$ cat config.mk
export PLATFORM = sky130hd
export DESIGN_NAME = fetch_stage_flat
export DESIGN_NICKNAME = d
export VERILOG_FILES = /design/src/rtl/fetch_pkg.sv /design/src/rtl/fetch_stage_if.sv /design/src/rtl/fetch_stage.sv /design/src/flat_wrapper.sv
export SDC_FILE = /design/constraint.sdc
export NUM_CORES = 1
export LEC_CHECK = 0
export CORE_ASPECT_RATIO = 0.7
export CORE_MARGIN = 2
export CORE_UTILIZATION = 45
export CTS_BUF_LIST = sky130_fd_sc_hd__clkbuf_2
export CTS_CLUSTER_SIZE = 12
export DETAILED_ROUTE_END_ITERATION = 8
export PLACE_DENSITY = 0.76
export SYNTH_ARGS = -nofsm -noshare
export SYNTH_HDL_FRONTEND = slang
export SYNTH_SLANG_ARGS = --single-unit
$ cat constraint.sdc
create_clock -name clk -period 4 [get_ports clk]
set_clock_uncertainty 0.05 [all_clocks]
set_input_delay 1 -clock clk [delete_from_list [all_inputs] [get_ports clk]]
set_output_delay 1 -clock clk [all_outputs]
set_load 0.005 [all_outputs]
$ cat src/rtl/fetch_pkg.sv
// Shared types and constants for the instruction fetch stage.
package fetch_pkg;

    typedef enum logic {
        REFILL = 1'b0,
        RUN    = 1'b1
    } fetch_state_e;

    localparam logic [31:0] NOP_INSTR = 32'h0000_0013;  // addi x0,x0,0
    localparam logic [31:0] RESET_PC  = 32'h0000_0000;

endpackage

$ cat src/rtl/fetch_stage_if.sv
// Fetch stage bus: control from execute, instruction memory port, and IF/ID outputs.
interface fetch_stage_if;

    logic        stall;
    logic        redirect_valid;
    logic [31:0] redirect_pc;
    logic        imem_en;
    logic [31:0] imem_addr;
    logic [31:0] imem_rdata;
    logic        if_valid;
    logic [31:0] if_pc;
    logic [31:0] if_instr;
    logic        misalign_fault;

    modport master (
        input  stall, redirect_valid, redirect_pc, imem_rdata,
        output imem_en, imem_addr, if_valid, if_pc, if_instr, misalign_fault
    );

    modport slave (
        output stall, redirect_valid, redirect_pc, imem_rdata,
        input  imem_en, imem_addr, if_valid, if_pc, if_instr, misalign_fault
    );

endinterface

$ cat src/rtl/fetch_stage.sv
// Instruction fetch stage against a synchronous (1-cycle read) instruction memory.
// After reset or redirect one REFILL cycle primes the memory before instructions flow.
module fetch_stage
    import fetch_pkg::*;
#(
    parameter logic [31:0] RESET_PC  = fetch_pkg::RESET_PC,
    parameter logic [31:0] NOP_INSTR = fetch_pkg::NOP_INSTR
) (
    input  logic          clk,
    input  logic          rst_n,
    fetch_stage_if.master bus
);

    fetch_state_e state_q, state_d;
    logic [31:0]  pc_q, pend_pc_q;
    logic         if_valid_q, misalign_q;
    logic [31:0]  if_pc_q, if_instr_q;
    logic [31:0]  pc_inc;

    assign pc_inc = pc_q + 32'd4;

    always_ff @(posedge clk) begin
        if (!rst_n) state_q <= REFILL;
        else        state_q <= state_d;
    end

    always_comb begin
        state_d = state_q;
        if (bus.redirect_valid) state_d = REFILL;
        else if (!bus.stall)    state_d = RUN;
    end

    // A stalled RUN re-reads the pending address so its data stays on imem_rdata.
    always_comb begin
        bus.imem_en   = rst_n;
        bus.imem_addr = pc_q;
        if (state_q == RUN && bus.stall && !bus.redirect_valid)
            bus.imem_addr = pend_pc_q;
    end

    always_ff @(posedge clk) begin
        if (!rst_n) begin
            pc_q       <= RESET_PC;
            pend_pc_q  <= RESET_PC;
            if_valid_q <= 1'b0;
            if_pc_q    <= 32'h0;
            if_instr_q <= NOP_INSTR;
            misalign_q <= 1'b0;
        end else begin
            misalign_q <= 1'b0;
            if (bus.redirect_valid) begin
                pc_q       <= {bus.redirect_pc[31:2], 2'b00};
                if_valid_q <= 1'b0;
                if_instr_q <= NOP_INSTR;
                misalign_q <= |bus.redirect_pc[1:0];
            end else if (!bus.stall) begin
                pend_pc_q <= pc_q;
                pc_q      <= pc_inc;
                // In REFILL the returned word belongs to a discarded address.
                if (state_q == RUN) begin
                    if_valid_q <= 1'b1;
                    if_pc_q    <= pend_pc_q;
                    if_instr_q <= bus.imem_rdata;
                end
            end
        end
    end

    assign bus.if_valid       = if_valid_q;
    assign bus.if_pc          = if_pc_q;
    assign bus.if_instr       = if_instr_q;
    assign bus.misalign_fault = misalign_q;

endmodule
$ cat src/flat_wrapper.sv
// flat-port wrapper written by rule: the top's interface ports become plain ports
module fetch_stage_flat import fetch_pkg::*;
#(
    parameter logic [31:0] RESET_PC  = fetch_pkg::RESET_PC,
    parameter logic [31:0] NOP_INSTR = fetch_pkg::NOP_INSTR
)
  (clk, rst_n, bus_stall, bus_redirect_valid, bus_redirect_pc, bus_imem_rdata, bus_imem_en, bus_imem_addr, bus_if_valid, bus_if_pc, bus_if_instr, bus_misalign_fault);
  fetch_stage_if bus_i ();
  input  logic clk;
  input  logic rst_n;
  input wire logic [$bits(bus_i.stall)-1:0] bus_stall;
  input wire logic [$bits(bus_i.redirect_valid)-1:0] bus_redirect_valid;
  input wire logic [$bits(bus_i.redirect_pc)-1:0] bus_redirect_pc;
  input wire logic [$bits(bus_i.imem_rdata)-1:0] bus_imem_rdata;
  output wire logic [$bits(bus_i.imem_en)-1:0] bus_imem_en;
  output wire logic [$bits(bus_i.imem_addr)-1:0] bus_imem_addr;
  output wire logic [$bits(bus_i.if_valid)-1:0] bus_if_valid;
  output wire logic [$bits(bus_i.if_pc)-1:0] bus_if_pc;
  output wire logic [$bits(bus_i.if_instr)-1:0] bus_if_instr;
  output wire logic [$bits(bus_i.misalign_fault)-1:0] bus_misalign_fault;
  assign bus_i.stall = bus_stall;
  assign bus_i.redirect_valid = bus_redirect_valid;
  assign bus_i.redirect_pc = bus_redirect_pc;
  assign bus_i.imem_rdata = bus_imem_rdata;
  assign bus_imem_en = bus_i.imem_en;
  assign bus_imem_addr = bus_i.imem_addr;
  assign bus_if_valid = bus_i.if_valid;
  assign bus_if_pc = bus_i.if_pc;
  assign bus_if_instr = bus_i.if_instr;
  assign bus_misalign_fault = bus_i.misalign_fault;
  fetch_stage #(.RESET_PC(RESET_PC), .NOP_INSTR(NOP_INSTR)) u_core (.clk(clk), .rst_n(rst_n), .bus(bus_i));
endmodule
==> impl_metrics.csv <==
group,metric,value,unit
global_route,grt.total_usage,24.94,%
timing,period_share,96.09,%
timing,clock.fmax,0.2602,GHz
timing,slew_viol_final,0,
hold_path,min_path_type,"register to register",
cells_and_area,num_antenna_cells,0,
detailed_routing,viasPerCell,5.602,
cells_and_area,nFillCells,1098,
setup_path,r2r_start,"u_core.pc_q[2]$_SDFFE_PN0P_",
cells_and_area,num-nets-final,896,
place,gp_congestion,0.8650,
yosys,synth_seq_area_share,43.42,%
global_route,gr-total-overflow,0,
clock_tree,cts_tree,"built",
floorplanning,io_pins,167,
status,outcome,"finished, final reports clean",
yosys,syn_inst,697,
power_and_ir_drop,p_int,1.668,mW
yosys,yosys_register_bits,125,
clock_tree,clkTransAtPathRegs,0.18,ns
setup_path,start_kind,"primary input",
yosys,synth_area_leaders,"dfxtp_1 (43%), nand2_1 (14%), a21boi_0 (8.1%)",
setup_path,endpoint,"bus_imem_addr[8]",
detailed_routing,num_vias,5613,
clock_tree,clk_latency,0.66,ns
place,hpwlAfterDp,12.12,mm
job,maxCapViolations,0,
yosys,synth_top_area_share,43.42,%
power_and_ir_drop,p_sw_share,28.25,%
power_and_ir_drop,power.density,305.2,mW/mm^2
cells_and_area,design_area,0.007615,mm^2
clock_tree,cts_sinks,125,
global_route,antenna_found_initial,0,
setup_path,r2r-end,"u_core.pc_q[24]$_SDFFE_PN0P_",
timing,hold_violations,0,
timing,max-slew-margin-rel,30.99,%
cells_and_area,areaGrowthSynthToFinish,32.13,%
global_route,grt_pass1_wl,27.51,mm
yosys,yosys_most_used_dff,"dfxtp_1",
place,port_buffers,162,
power_and_ir_drop,ir_drop,0.2009,mV
setup_path,endpoint_kind,"primary output",
power_and_ir_drop,comb_power_share,12.2,%
yosys,synth_most_common_cell,"nand2_1",
timing,tightest_slew,1.033,ns
clock_tree,root_buffer,"clkbuf_2",
floorplanning,die_h,98.68,um
timing,rsz0062_at_grt,"false",
detailed_routing,drt_iter0_drc,448,
timing,finalCriticalPeriod,3.844,ns
yosys,synthArstFlopShare,0,%
clock_tree,cts_max_level,4,
setup_path,path_class,"primary input to primary output",
floorplanning,start_util,46.24,%
power_and_ir_drop,clkPwrFrac,29.8,%
yosys,synth_warnings,0,
yosys,yosys.area.top_type,"dfxtp_1",
clock_tree,max-clock-path-buffers,2,
detailed_routing,wire_per_inst,17.12,um
yosys,avgSynthCellArea,8.268,um^2
place,dpl-instance-area,0.007418,mm^2
floorplanning,fp.dieW,139.3,um
yosys,synth_edf_count,0,
detailed_routing,drcViolationCount,0,
clock_tree,postCtsSetupBuffers,0,
setup_path,arrival,2.79,ns
yosys,netlist_top_cells_count,"nand2_1 (208), dfxtp_1 (125), a21boi_0 (62)",
floorplanning,fp-row-count,34,
detailed_routing,dr.pass1.iters,5,
timing,setup_violations,0,
power_and_ir_drop,p_seq_share,57.9,%
cells_and_area,drive_gt1_share,8.929,%
setup_path,critPathMaxFanout,15,
yosys,synth_cell_type_count,49,
floorplanning,die_area,0.01374,mm^2
power_and_ir_drop,p_leak,2.674,nW
place,place_inst,970,
clock_tree,cts_made_buffers,17,
clock_tree,cts_resized,0,
setup_path,crit_start,"bus_redirect_valid",
setup_path,reg2reg_depth,5,
global_route,grt_max_degree,100,
cells_and_area,layout.cells.non_filler,1002,
floorplanning,coreArea,0.01246,mm^2
global_route,grt_pass1_vias,5285,
setup_path,r2r_slack,1.70,ns
setup_path,crit_required,2.95,ns
detailed_routing,ant_nets,0,
timing,hold_ws,0.4161,ns
timing,totalNegativeSetupSlack,0,ns
detailed_routing,wl,17.16,mm
power_and_ir_drop,p_sw,0.6566,mW
clock_tree,postCtsHoldBufs,0,
yosys,synth_area,0.005763,mm^2
logic make-up (layout without fill, tap and decap cells):
family                     Yosys count  after routing  synth area share [%]
muxes                               31             31                 6.036
xor gates and xnor gates            11             11                 1.672
buffers and inverters               67            207                 4.885
adders and majority gates            1              1                0.2171
DFF                                125            125                 43.42
AOI/OAI and AO/OA                  147            147                 18.00
and+or+nand+nor                    314            314                 25.71
other                                1              4               0.06507
metrics by stage:
stage	util, %	power (mW)	worst slack (ns)
final	61.09	2.324	0.1563
after global routing	61.09	2.415	0.1072
after CTS	61.09	2.331	0.1568
after detailed placement	59.52	1.651	0.1737
after global placement	59.52	1.645	0.1904
after floorplan	-	1.489	0.9040
routing by layer:
layer  vias to the layer above  global-route usage, %  wire (um)
li1                       2673                      -          -
met1                      2624                  34.49       7703
met2                       280                  38.31       7643
met3                        36                  5.879       1483
met4                         0                  9.013        327
met5                         -                      0          0
power by group through the flow:
stage / Combinational (mW) / Sequential (mW) / Clock [mW]
after global routing: 0.310 / 1.35 / 0.754
after floorplan: 0.156 / 1.33 / 0
after CTS: 0.285 / 1.34 / 0.703
after global placement: 0.275 / 1.37 / 0
after detailed placement: 0.283 / 1.37 / 0
final: 0.285 / 1.35 / 0.693
cell type report:
type | instances | area [um^2] | area share (%)
clock buffers | 19 | 95.09 | 1.249
clock inverters | 13 | 101.3 | 1.331
multi-input cells | 508 | 2998 | 39.37
flip-flops and latches | 125 | 2502 | 32.86
inverters | 3 | 11.26 | 0.1479
repair buffers | 172 | 1704 | 22.38
well taps | 162 | 202.7 | 2.662
worst min path at each step:
stage | to | startpoint | depth (start not counted)
2_1_floorplan | u_core.bus.if_pc[10]$_SDFFE_PN0P_ | u_core.pend_pc_q[10]$_SDFFE_PN0P_ | 2
3_3_place_gp | u_core.bus.if_instr[7]$_SDFFE_PP0P_ | u_core.bus.if_instr[7]$_SDFFE_PP0P_ | 2
3_5_place_dp | u_core.bus.if_instr[22]$_SDFFE_PP0P_ | u_core.bus.if_instr[22]$_SDFFE_PP0P_ | 2
4_1_cts | u_core.bus.if_instr[22]$_SDFFE_PP0P_ | u_core.bus.if_instr[22]$_SDFFE_PP0P_ | 2
5_1_grt | u_core.bus.if_instr[31]$_SDFFE_PP0P_ | u_core.bus.if_instr[31]$_SDFFE_PP0P_ | 2
6_report | u_core.bus.if_instr[9]$_SDFFE_PP0P_ | u_core.bus.if_instr[9]$_SDFFE_PP0P_ | 2
registers in the layout, summed over array words and instances, names as in the netlist:
| register | cells |
|---|---|
| u_core.bus.misalign_fault | 1 |
| u_core.bus.if_valid | 1 |
| u_core.bus.if_instr | 32 |
| u_core.pc_q | 30 |
| u_core.pend_pc_q | 30 |
| u_core.state_q | 1 |
| u_core.bus.if_pc | 30 |
layout by cell type (no fill, tap or decap), drive strengths merged, types with 9 or more instances in the layout:
cell type      instances
a21boi                62
clkbuf                19
clkdlybuf4s50        161
o211a                  9
mux2                  30
buf                   11
nand4                 14
nand2                208
nand3                 17
dfxtp                125
nor4                  11
a21oi                 32
and2                   9
o21ai                 12
critical path, stage by stage:
cell and delay [ns]:
clkdlybuf4s50_1 0.48, inv_1 0.06, nand3_1 0.15, buf_4 0.27, mux2_2 0.38, clkdlybuf4s50_1 0.45
Power figures use the tool's default switching activity.
